[src/rtl/vga_timing_pkg.sv]
// vga_timing_pkg: 640x480@60 timing constants and capture FSM encoding shared by the VGA blocks
package vga_timing_pkg;
  localparam int H_ACTIVE = 640;
  localparam int H_BP = 48;
  localparam int H_TOTAL = 800;
  localparam int V_ACTIVE = 480;
  localparam int V_BP = 33;
  localparam int V_TOTAL = 525;
  localparam int FB_WIDTH = 320;
  localparam int FB_HEIGHT = 240;
  localparam int LOCK_FRAMES = 2;
  localparam int FB_AW = 17;
  typedef enum logic [1:0] {CAP_IDLE, CAP_ARMED, CAP_CAPTURE} cap_state_t;
endpackage

[src/rtl/vga_frame_capture_if.sv]
// vga_frame_capture_if: framebuffer write bus driven by the capture block
interface vga_frame_capture_if;
  logic wr_en;
  logic [16:0] wr_addr;
  logic [1:0] wr_data;
  modport master (output wr_en, wr_addr, wr_data);
  modport slave (input wr_en, wr_addr, wr_data);
endinterface

[src/rtl/vga_timing_tracker.sv]
// vga_timing_tracker: registers the VGA inputs, follows raster position, validates sync periods and declares lock
module vga_timing_tracker #(
  parameter int H_ACTIVE = vga_timing_pkg::H_ACTIVE,
  parameter int H_BP = vga_timing_pkg::H_BP,
  parameter int H_TOTAL = vga_timing_pkg::H_TOTAL,
  parameter int V_ACTIVE = vga_timing_pkg::V_ACTIVE,
  parameter int V_BP = vga_timing_pkg::V_BP,
  parameter int V_TOTAL = vga_timing_pkg::V_TOTAL,
  parameter int FB_WIDTH = vga_timing_pkg::FB_WIDTH,
  parameter int FB_HEIGHT = vga_timing_pkg::FB_HEIGHT,
  parameter int LOCK_FRAMES = vga_timing_pkg::LOCK_FRAMES
) (
  input logic vga_clk_25,
  input logic reset_n,
  input logic hsync,
  input logic vsync,
  input logic [1:0] R,
  input logic [1:0] G,
  input logic [1:0] B,
  input logic capture_req,
  output logic [1:0] g_q,
  output logic req_q,
  output logic vs_rise,
  output logic pix_valid,
  output logic locked,
  output logic sync_error
);
  localparam logic [10:0] HT1 = 11'(H_TOTAL - 1);
  localparam logic [11:0] VT = 12'(V_TOTAL);
  localparam logic [10:0] HX0 = 11'(H_BP);
  localparam logic [10:0] HX1 = 11'(H_BP + (FB_WIDTH < H_ACTIVE ? FB_WIDTH : H_ACTIVE));
  localparam logic [10:0] VY0 = 11'(V_BP);
  localparam logic [10:0] VY1 = 11'(V_BP + (FB_HEIGHT < V_ACTIVE ? FB_HEIGHT : V_ACTIVE));
  localparam logic [3:0] LF = 4'(LOCK_FRAMES);
  logic hs_q, vs_q, hs_d, vs_d, hs_rise, h_seen, v_seen, h_bad, v_bad, rb_unused;
  logic [10:0] h_pos, v_line;
  logic [3:0] good;
  assign rb_unused = ^{R, B};
  assign hs_rise = hs_q & ~hs_d;
  assign vs_rise = vs_q & ~vs_d;
  assign h_bad = hs_rise && h_seen && h_pos != HT1;
  assign v_bad = vs_rise && v_seen && ({1'b0, v_line} + 12'(hs_rise)) != VT;
  assign pix_valid = h_pos >= HX0 && h_pos < HX1 && v_line >= VY0 && v_line < VY1;
  // input stage plus delayed sync copies; syncs idle high so reset leaves no false edge
  always_ff @(posedge vga_clk_25)
    if (!reset_n) begin
      {hs_q, vs_q, hs_d, vs_d} <= '1;
      g_q <= '0;
      req_q <= 1'b0;
    end else begin
      {hs_q, vs_q, hs_d, vs_d} <= {hsync, vsync, hs_q, vs_q};
      g_q <= G;
      req_q <= capture_req;
    end
  // saturating raster counters; a coincident vsync edge swallows the hsync increment
  always_ff @(posedge vga_clk_25)
    if (!reset_n) begin
      h_pos <= '0;
      v_line <= '0;
    end else begin
      h_pos <= hs_rise ? '0 : (h_pos == '1 ? h_pos : h_pos + 11'd1);
      v_line <= vs_rise ? '0 : (hs_rise && v_line != '1) ? v_line + 11'd1 : v_line;
    end
  // period checks and good-frame lock tracking; the first edge of each sync is unchecked
  always_ff @(posedge vga_clk_25)
    if (!reset_n) begin
      h_seen <= 1'b0;
      v_seen <= 1'b0;
      good <= '0;
      locked <= 1'b0;
      sync_error <= 1'b0;
    end else begin
      h_seen <= h_seen | hs_rise;
      v_seen <= v_seen | vs_rise;
      sync_error <= h_bad | v_bad;
      if (h_bad || v_bad) begin
        good <= '0;
        locked <= 1'b0;
      end else if (vs_rise && v_seen) begin
        good <= good == LF ? good : good + 4'd1;
        locked <= locked | (good + 4'd1 == LF);
      end
    end
endmodule

[src/rtl/vga_frame_capture.sv]
// vga_frame_capture: grabs one FB_WIDTH x FB_HEIGHT frame of G from a locked VGA stream into framebuffer writes
module vga_frame_capture import vga_timing_pkg::*; #(
  parameter int H_ACTIVE = vga_timing_pkg::H_ACTIVE,
  parameter int H_BP = vga_timing_pkg::H_BP,
  parameter int H_TOTAL = vga_timing_pkg::H_TOTAL,
  parameter int V_ACTIVE = vga_timing_pkg::V_ACTIVE,
  parameter int V_BP = vga_timing_pkg::V_BP,
  parameter int V_TOTAL = vga_timing_pkg::V_TOTAL,
  parameter int FB_WIDTH = vga_timing_pkg::FB_WIDTH,
  parameter int FB_HEIGHT = vga_timing_pkg::FB_HEIGHT,
  parameter int LOCK_FRAMES = vga_timing_pkg::LOCK_FRAMES
) (
  input logic vga_clk_25,
  input logic reset_n,
  input logic hsync,
  input logic vsync,
  input logic [1:0] R,
  input logic [1:0] G,
  input logic [1:0] B,
  input logic capture_req,
  vga_frame_capture_if.master fb,
  output logic busy,
  output logic frame_done,
  output logic locked,
  output logic sync_error
);
  localparam logic [16:0] LAST = 17'(FB_WIDTH * FB_HEIGHT - 1);
  cap_state_t state;
  logic [1:0] g_q;
  logic req_q, vs_rise, pix_valid, done_pend;
  logic [16:0] wr_cnt;
  vga_timing_tracker #(
    .H_ACTIVE(H_ACTIVE), .H_BP(H_BP), .H_TOTAL(H_TOTAL),
    .V_ACTIVE(V_ACTIVE), .V_BP(V_BP), .V_TOTAL(V_TOTAL),
    .FB_WIDTH(FB_WIDTH), .FB_HEIGHT(FB_HEIGHT), .LOCK_FRAMES(LOCK_FRAMES)
  ) u_tracker (
    .vga_clk_25(vga_clk_25), .reset_n(reset_n), .hsync(hsync), .vsync(vsync),
    .R(R), .G(G), .B(B), .capture_req(capture_req),
    .g_q(g_q), .req_q(req_q), .vs_rise(vs_rise), .pix_valid(pix_valid),
    .locked(locked), .sync_error(sync_error)
  );
  // capture FSM: arm on request, start at the next frame, write the window in raster order
  always_ff @(posedge vga_clk_25)
    if (!reset_n) begin
      state <= CAP_IDLE;
      busy <= 1'b0;
      frame_done <= 1'b0;
      done_pend <= 1'b0;
      wr_cnt <= '0;
      fb.wr_en <= 1'b0;
      fb.wr_addr <= '0;
      fb.wr_data <= '0;
    end else begin
      frame_done <= done_pend;
      done_pend <= 1'b0;
      fb.wr_en <= 1'b0;
      fb.wr_data <= '0;
      if (done_pend) busy <= 1'b0;
      case (state)
        CAP_IDLE: if (req_q && locked && !busy) begin
          state <= CAP_ARMED;
          busy <= 1'b1;
        end
        CAP_ARMED: if (!locked) begin
          state <= CAP_IDLE;
          busy <= 1'b0;
        end else if (vs_rise) begin
          state <= CAP_CAPTURE;
          wr_cnt <= '0;
          fb.wr_addr <= '0;
        end
        CAP_CAPTURE: if (!locked) begin
          state <= CAP_IDLE;
          busy <= 1'b0;
        end else if (pix_valid) begin
          fb.wr_en <= 1'b1;
          fb.wr_data <= g_q;
          fb.wr_addr <= wr_cnt;
          wr_cnt <= wr_cnt + 17'd1;
          if (wr_cnt == LAST) begin
            state <= CAP_IDLE;
            done_pend <= 1'b1;
          end
        end
        default: state <= CAP_IDLE;
      endcase
    end
endmodule

[src/flat_wrapper.sv]
// flat-port wrapper written by rule: the top's interface ports become plain ports
module vga_frame_capture_flat import vga_timing_pkg::*;
#(
  parameter int H_ACTIVE = vga_timing_pkg::H_ACTIVE,
  parameter int H_BP = vga_timing_pkg::H_BP,
  parameter int H_TOTAL = vga_timing_pkg::H_TOTAL,
  parameter int V_ACTIVE = vga_timing_pkg::V_ACTIVE,
  parameter int V_BP = vga_timing_pkg::V_BP,
  parameter int V_TOTAL = vga_timing_pkg::V_TOTAL,
  parameter int FB_WIDTH = vga_timing_pkg::FB_WIDTH,
  parameter int FB_HEIGHT = vga_timing_pkg::FB_HEIGHT,
  parameter int LOCK_FRAMES = vga_timing_pkg::LOCK_FRAMES
)
  (vga_clk_25, reset_n, hsync, vsync, R, G, B, capture_req, busy, frame_done, locked, sync_error, fb_wr_en, fb_wr_addr, fb_wr_data);
  vga_frame_capture_if fb_i ();
  input logic vga_clk_25;
  input logic reset_n;
  input logic hsync;
  input logic vsync;
  input logic [1:0] R;
  input logic [1:0] G;
  input logic [1:0] B;
  input logic capture_req;
  output logic busy;
  output logic frame_done;
  output logic locked;
  output logic sync_error;
  output wire logic [$bits(fb_i.wr_en)-1:0] fb_wr_en;
  output wire logic [$bits(fb_i.wr_addr)-1:0] fb_wr_addr;
  output wire logic [$bits(fb_i.wr_data)-1:0] fb_wr_data;
  assign fb_wr_en = fb_i.wr_en;
  assign fb_wr_addr = fb_i.wr_addr;
  assign fb_wr_data = fb_i.wr_data;
  vga_frame_capture #(.H_ACTIVE(H_ACTIVE), .H_BP(H_BP), .H_TOTAL(H_TOTAL), .V_ACTIVE(V_ACTIVE), .V_BP(V_BP), .V_TOTAL(V_TOTAL), .FB_WIDTH(FB_WIDTH), .FB_HEIGHT(FB_HEIGHT), .LOCK_FRAMES(LOCK_FRAMES)) u_core (.vga_clk_25(vga_clk_25), .reset_n(reset_n), .hsync(hsync), .vsync(vsync), .R(R), .G(G), .B(B), .capture_req(capture_req), .fb(fb_i), .busy(busy), .frame_done(frame_done), .locked(locked), .sync_error(sync_error));
endmodule
[config.mk]
export PLATFORM = sky130hd
export DESIGN_NAME = vga_frame_capture_flat
export DESIGN_NICKNAME = d
export VERILOG_FILES = /design/src/rtl/vga_timing_pkg.sv /design/src/rtl/vga_frame_capture_if.sv /design/src/rtl/vga_timing_tracker.sv /design/src/rtl/vga_frame_capture.sv /design/src/flat_wrapper.sv
export SDC_FILE = /design/constraint.sdc
export NUM_CORES = 1
export LEC_CHECK = 0
export ABC_AREA = 1
export CORE_ASPECT_RATIO = 0.7
export CORE_MARGIN = 4
export CORE_UTILIZATION = 57
export CTS_CLUSTER_DIAMETER = 200
export DETAILED_ROUTE_END_ITERATION = 12
export GPL_ROUTABILITY_DRIVEN = 0
export PLACE_DENSITY = 0.79
export SLEW_MARGIN = 30
export SYNTH_ARGS = -nofsm -noshare
export SYNTH_HDL_FRONTEND = slang
export SYNTH_HIERARCHICAL = 1
export SYNTH_SLANG_ARGS = --single-unit
[constraint.sdc]
create_clock -name vga_clk_25 -period 2.3 [get_ports vga_clk_25]
set_clock_uncertainty 0.1 [all_clocks]
set_input_delay 0.46 -clock vga_clk_25 [delete_from_list [all_inputs] [get_ports vga_clk_25]]
set_output_delay 0.46 -clock vga_clk_25 [all_outputs]
set_load 0.05 [all_outputs]
==> summary.txt <==
Route
  – Routed WL: between 8000 and 9000 um
  – Drt first pass iters: 5
  – Via count: 3667
  – DRC: 0
  – Starting DRT DRC Count: between 150 and 200
  – Via/cell ratio: 5.22
  – Wire per inst: 12.8 um
  – Post-DRT Antenna Nets: 0

Run
  – Max_cap viols: 0

Worst setup path
  – Crit path max fanout: 6
  – R2r startpoint: u_core/u_tracker/v_line[1]
  – CP Launch Type: register
  – Worst EP required: around 2.5 ns
  – Crit path launch: u_core/u_tracker/v_line[1]
  – Worst Setup Path Type: register to register
  – R2r endpoint: u_core/wr_cnt[10]
  – Setup crit end kind: register
  – Critical Path AT: 2.42 ns
  – Worst R2R Path Depth: 15
  – R2R Setup Slk: 0.06 ns

Synth
  – Seq cells post-synth: just under 80
  – Synthesized area per cell: roughly 7.0 um2
  – Syn_nets: 576
  – Yosys warnings: 6
  – Post-Syn Instances: 551
  – Synthesized area: 3870 um2
  – Seq/Total Area, Yosys: 0.408
  – Unique masters post-synth: 33

Final layout
  – Fillers: 500
  – Multi-input logic area: 2010 um2
  – Seq. cell area: 1590 um2
  – Finished Cell Area: between 4000 and 5000 um2
  – Non-Filler Instances: 702
  – Share of layout cells above drive strength 1: 0.133
  – Core Util, Final: 0.744
  – # diodes: 0
  – Layout net count: 631
  – Area Overhead vs Synth: 22.8%

Placement
  – Detail Placement HPWL: 6480 um
  – Cells after DPL: 682
  – DP Area: 4390 um2
  – Pre-CTS setup slack: -0.152 ns
  – Port Buffers: 30

Global route
  – Largest net degree at the start of global routing: 22
  – Met2 Usage GRT: 0.360
  – GR met1 Demand/Resource: 0.303
  – GR Util met3: 0.0621
  – Vias in the first global route: 3410
  – Number of antenna violations at the first check in global routing: 0
  – Busiest grt layer: met2
  – Total Routing Usage GR: 0.226
  – Gr ovfl total: 0
  – First-pass GRT wire length: 15300 um

Pwr
  – PnR Total Power: around 2.9 mW
  – P_leak: 1.93 nW
  – Peak supply drop: ~0.45 mV
  – PD cells: ~600 nW/um2

Timing
  – Fin crit share: 0.975
  – Smallest hold slack: 0.315 ns
  – Final Hold Fails: 0
  – Worst Max-Slew Pin Slew: 0.511 ns
  – Setup TNS Final: 0 ns
  – Setup-failing EPs final: 0
  – RSZ-0062 raised after global routing: yes
  – Max-slew violations: 0
  – Min cycle time layout: 2.24 ns
  – Worst Slack Setup Final: roughly 0.058 ns
  – Slew HR: 0.658
  – FMAX: about 450 MHz

Worst hold path
  – WHS Path Cells: 2
  – Hold path endpoint: u_core/fb.wr_data[0]
  – Hold WC Path Type: register to register
  – Hold path start: u_core/u_tracker/g_q[0]

Die
  – Row count: 24
  – Core area: 6400 um2
  – Die W: 107 um
  – Die area: 8200 um2
  – Initial core utilization: 0.605
  – Chip height: 77.0 um
  – Io pins: 35

CTS
  – Total CTS buffers: 9
  – Sink Count: around 80
  – Root buf cell: clkbuf_8
  – Worst-Skew Late Latency: 0.35 ns
  – H-tree depth: 3
  – CTS tree: yes
  – Worst-path clk slew: approximately 0.080 ns
  – Clock buffer depth: 2
  – CTS Hold Bufs: 0

Status
  – Outcome: completed
cell families (layout without fill, tap and decap cells):
| logic type | count (synthesis) | count (layout) | synth area share |
|---|---|---|---|
| and+or+nand+nor | 273 | 273 | 0.312 |
| buffers and inverters | 92 | 152 | 0.0963 |
| DFF | 79 | 79 | 0.408 |
| adders and majority gates | 14 | 14 | 0.0452 |
| AOI/OAI and AO/OA | 80 | 80 | 0.109 |
| xor gates and xnor gates | 13 | 13 | 0.0294 |
state kept, by name, summed over array words and instances, names as in the netlist:
register                     count
u_core/u_tracker/sync_error      1
u_core/busy                      1
u_core/u_tracker/vs_q            1
u_core/u_tracker/req_q           1
u_core/frame_done                1
u_core/u_tracker/locked          1
u_core/u_tracker/good            4
u_core/u_tracker/v_line         11
u_core/u_tracker/h_seen          1
u_core/u_tracker/hs_q            1
u_core/u_tracker/vs_d            1
u_core/u_tracker/v_seen          1
u_core/fb.wr_en                  1
u_core/u_tracker/h_pos          11
u_core/wr_cnt                   17
u_core/state                     2
u_core/u_tracker/hs_d            1
u_core/u_tracker/g_q             2
u_core/done_pend                 1
u_core/fb.wr_data                2
u_core/fb.wr_addr               17
cell usage after synthesis, drive strengths merged:
cell	n	area share
nor3	17	0.027
o21ai	21	0.027
and3	1	0.0016
buf	10	0.017
o21bai	1	0.0019
nor2	64	0.068
nor4	1	0.0016
xor2	11	0.025
a31oi	5	0.0081
inv	78	0.076
clkbuf	4	0.0039
a41oi	1	0.0023
a211oi	3	0.0058
nand4	8	0.013
xnor2	2	0.0045
a21oi	49	0.063
nor3b	1	0.0019
dfxtp	79	0.41
nand2	127	0.12
or2	4	0.0065
nand3	50	0.067
ha	14	0.045
worst max path at each step:
stage                   endpoint  depth (start not counted)
5_1_grt        u_core/wr_cnt[14]                         14
2_1_floorplan  u_core/wr_cnt[14]                         16
6_report       u_core/wr_cnt[10]                         15
3_5_place_dp    u_core/wr_cnt[3]                         16
3_3_place_gp   u_core/wr_cnt[14]                         16
4_1_cts         u_core/wr_cnt[3]                         16
metal layers:
| layer | vias to the layer above | wire [um] |
|---|---|---|
| met5 | - | 0 |
| li1 | 1870 | - |
| met4 | 0 | 81 |
| met2 | 133 | 4070 |
| met3 | 12 | 677 |
| met1 | 1652 | 4150 |
area by class of cell:
type / count / area share
clock buffer: 11 / 0.0276
clock inverter: 5 / 0.0224
inverter: 78 / 0.0615
multi-input combinational: 380 / 0.423
sequential: 79 / 0.333
tap: 91 / 0.0239
timing repair buffer: 58 / 0.108
placed cells by master, fill, tap and decap left out, types with 2 or more instances in the layout:
cell type,netlist,routed
nand2_1,125,122
bufinv_16,0,3
clkbuf_8,0,9
a31oi_1,5,5
o21ai_2,0,2
clkbuf_1,4,2
nor3_1,14,12
nor3_2,2,4
buf_4,1,27
nand3_1,48,46
o21ai_1,4,5
nor2_1,60,59
or2_2,3,3
nand4_1,8,8
xor2_1,11,11
nand3_2,2,4
dfxtp_2,0,3
a211oi_1,3,2
o21ai_0,17,14
nand2_2,2,5
ha_1,14,13
inv_1,74,72
xnor2_1,2,2
a21oi_1,49,47
nor2_4,3,4
dfxtp_1,79,76
inv_2,4,6
clkdlybuf4s50_1,0,30
report_power, final:
group          internal (mW)  total (mW)  switching, mW
sequential              1.39        1.41         0.0213
clock                  0.724        1.23          0.502
combinational         0.0829       0.235          0.152
worst max-delay path, cell delays in order, from the launching register on:
cell,delay (ns)
dfxtp_2,0.33
inv_2,0.06
ha_4,0.12
nand2_2,0.05
nand2_2,0.05
o21ai_2,0.06
nand3_1,0.09
nand4_1,0.12
a21oi_4,0.21
nand3_2,0.10
nand2_1,0.09
nand2_2,0.12
buf_6,0.16
nor3_4,0.24
o21ai_0,0.12
a21oi_1,0.15
what timing repair did:
action | in CTS | in global routing
gates resized for setup | 3 | 26
pin swaps | 1 | 4
cloned | 0 | 0
setup buffers | 2 | 3
endpoints found under the setup margin | 32 | 37
Note: power is estimated with default switching activity, not from simulation.
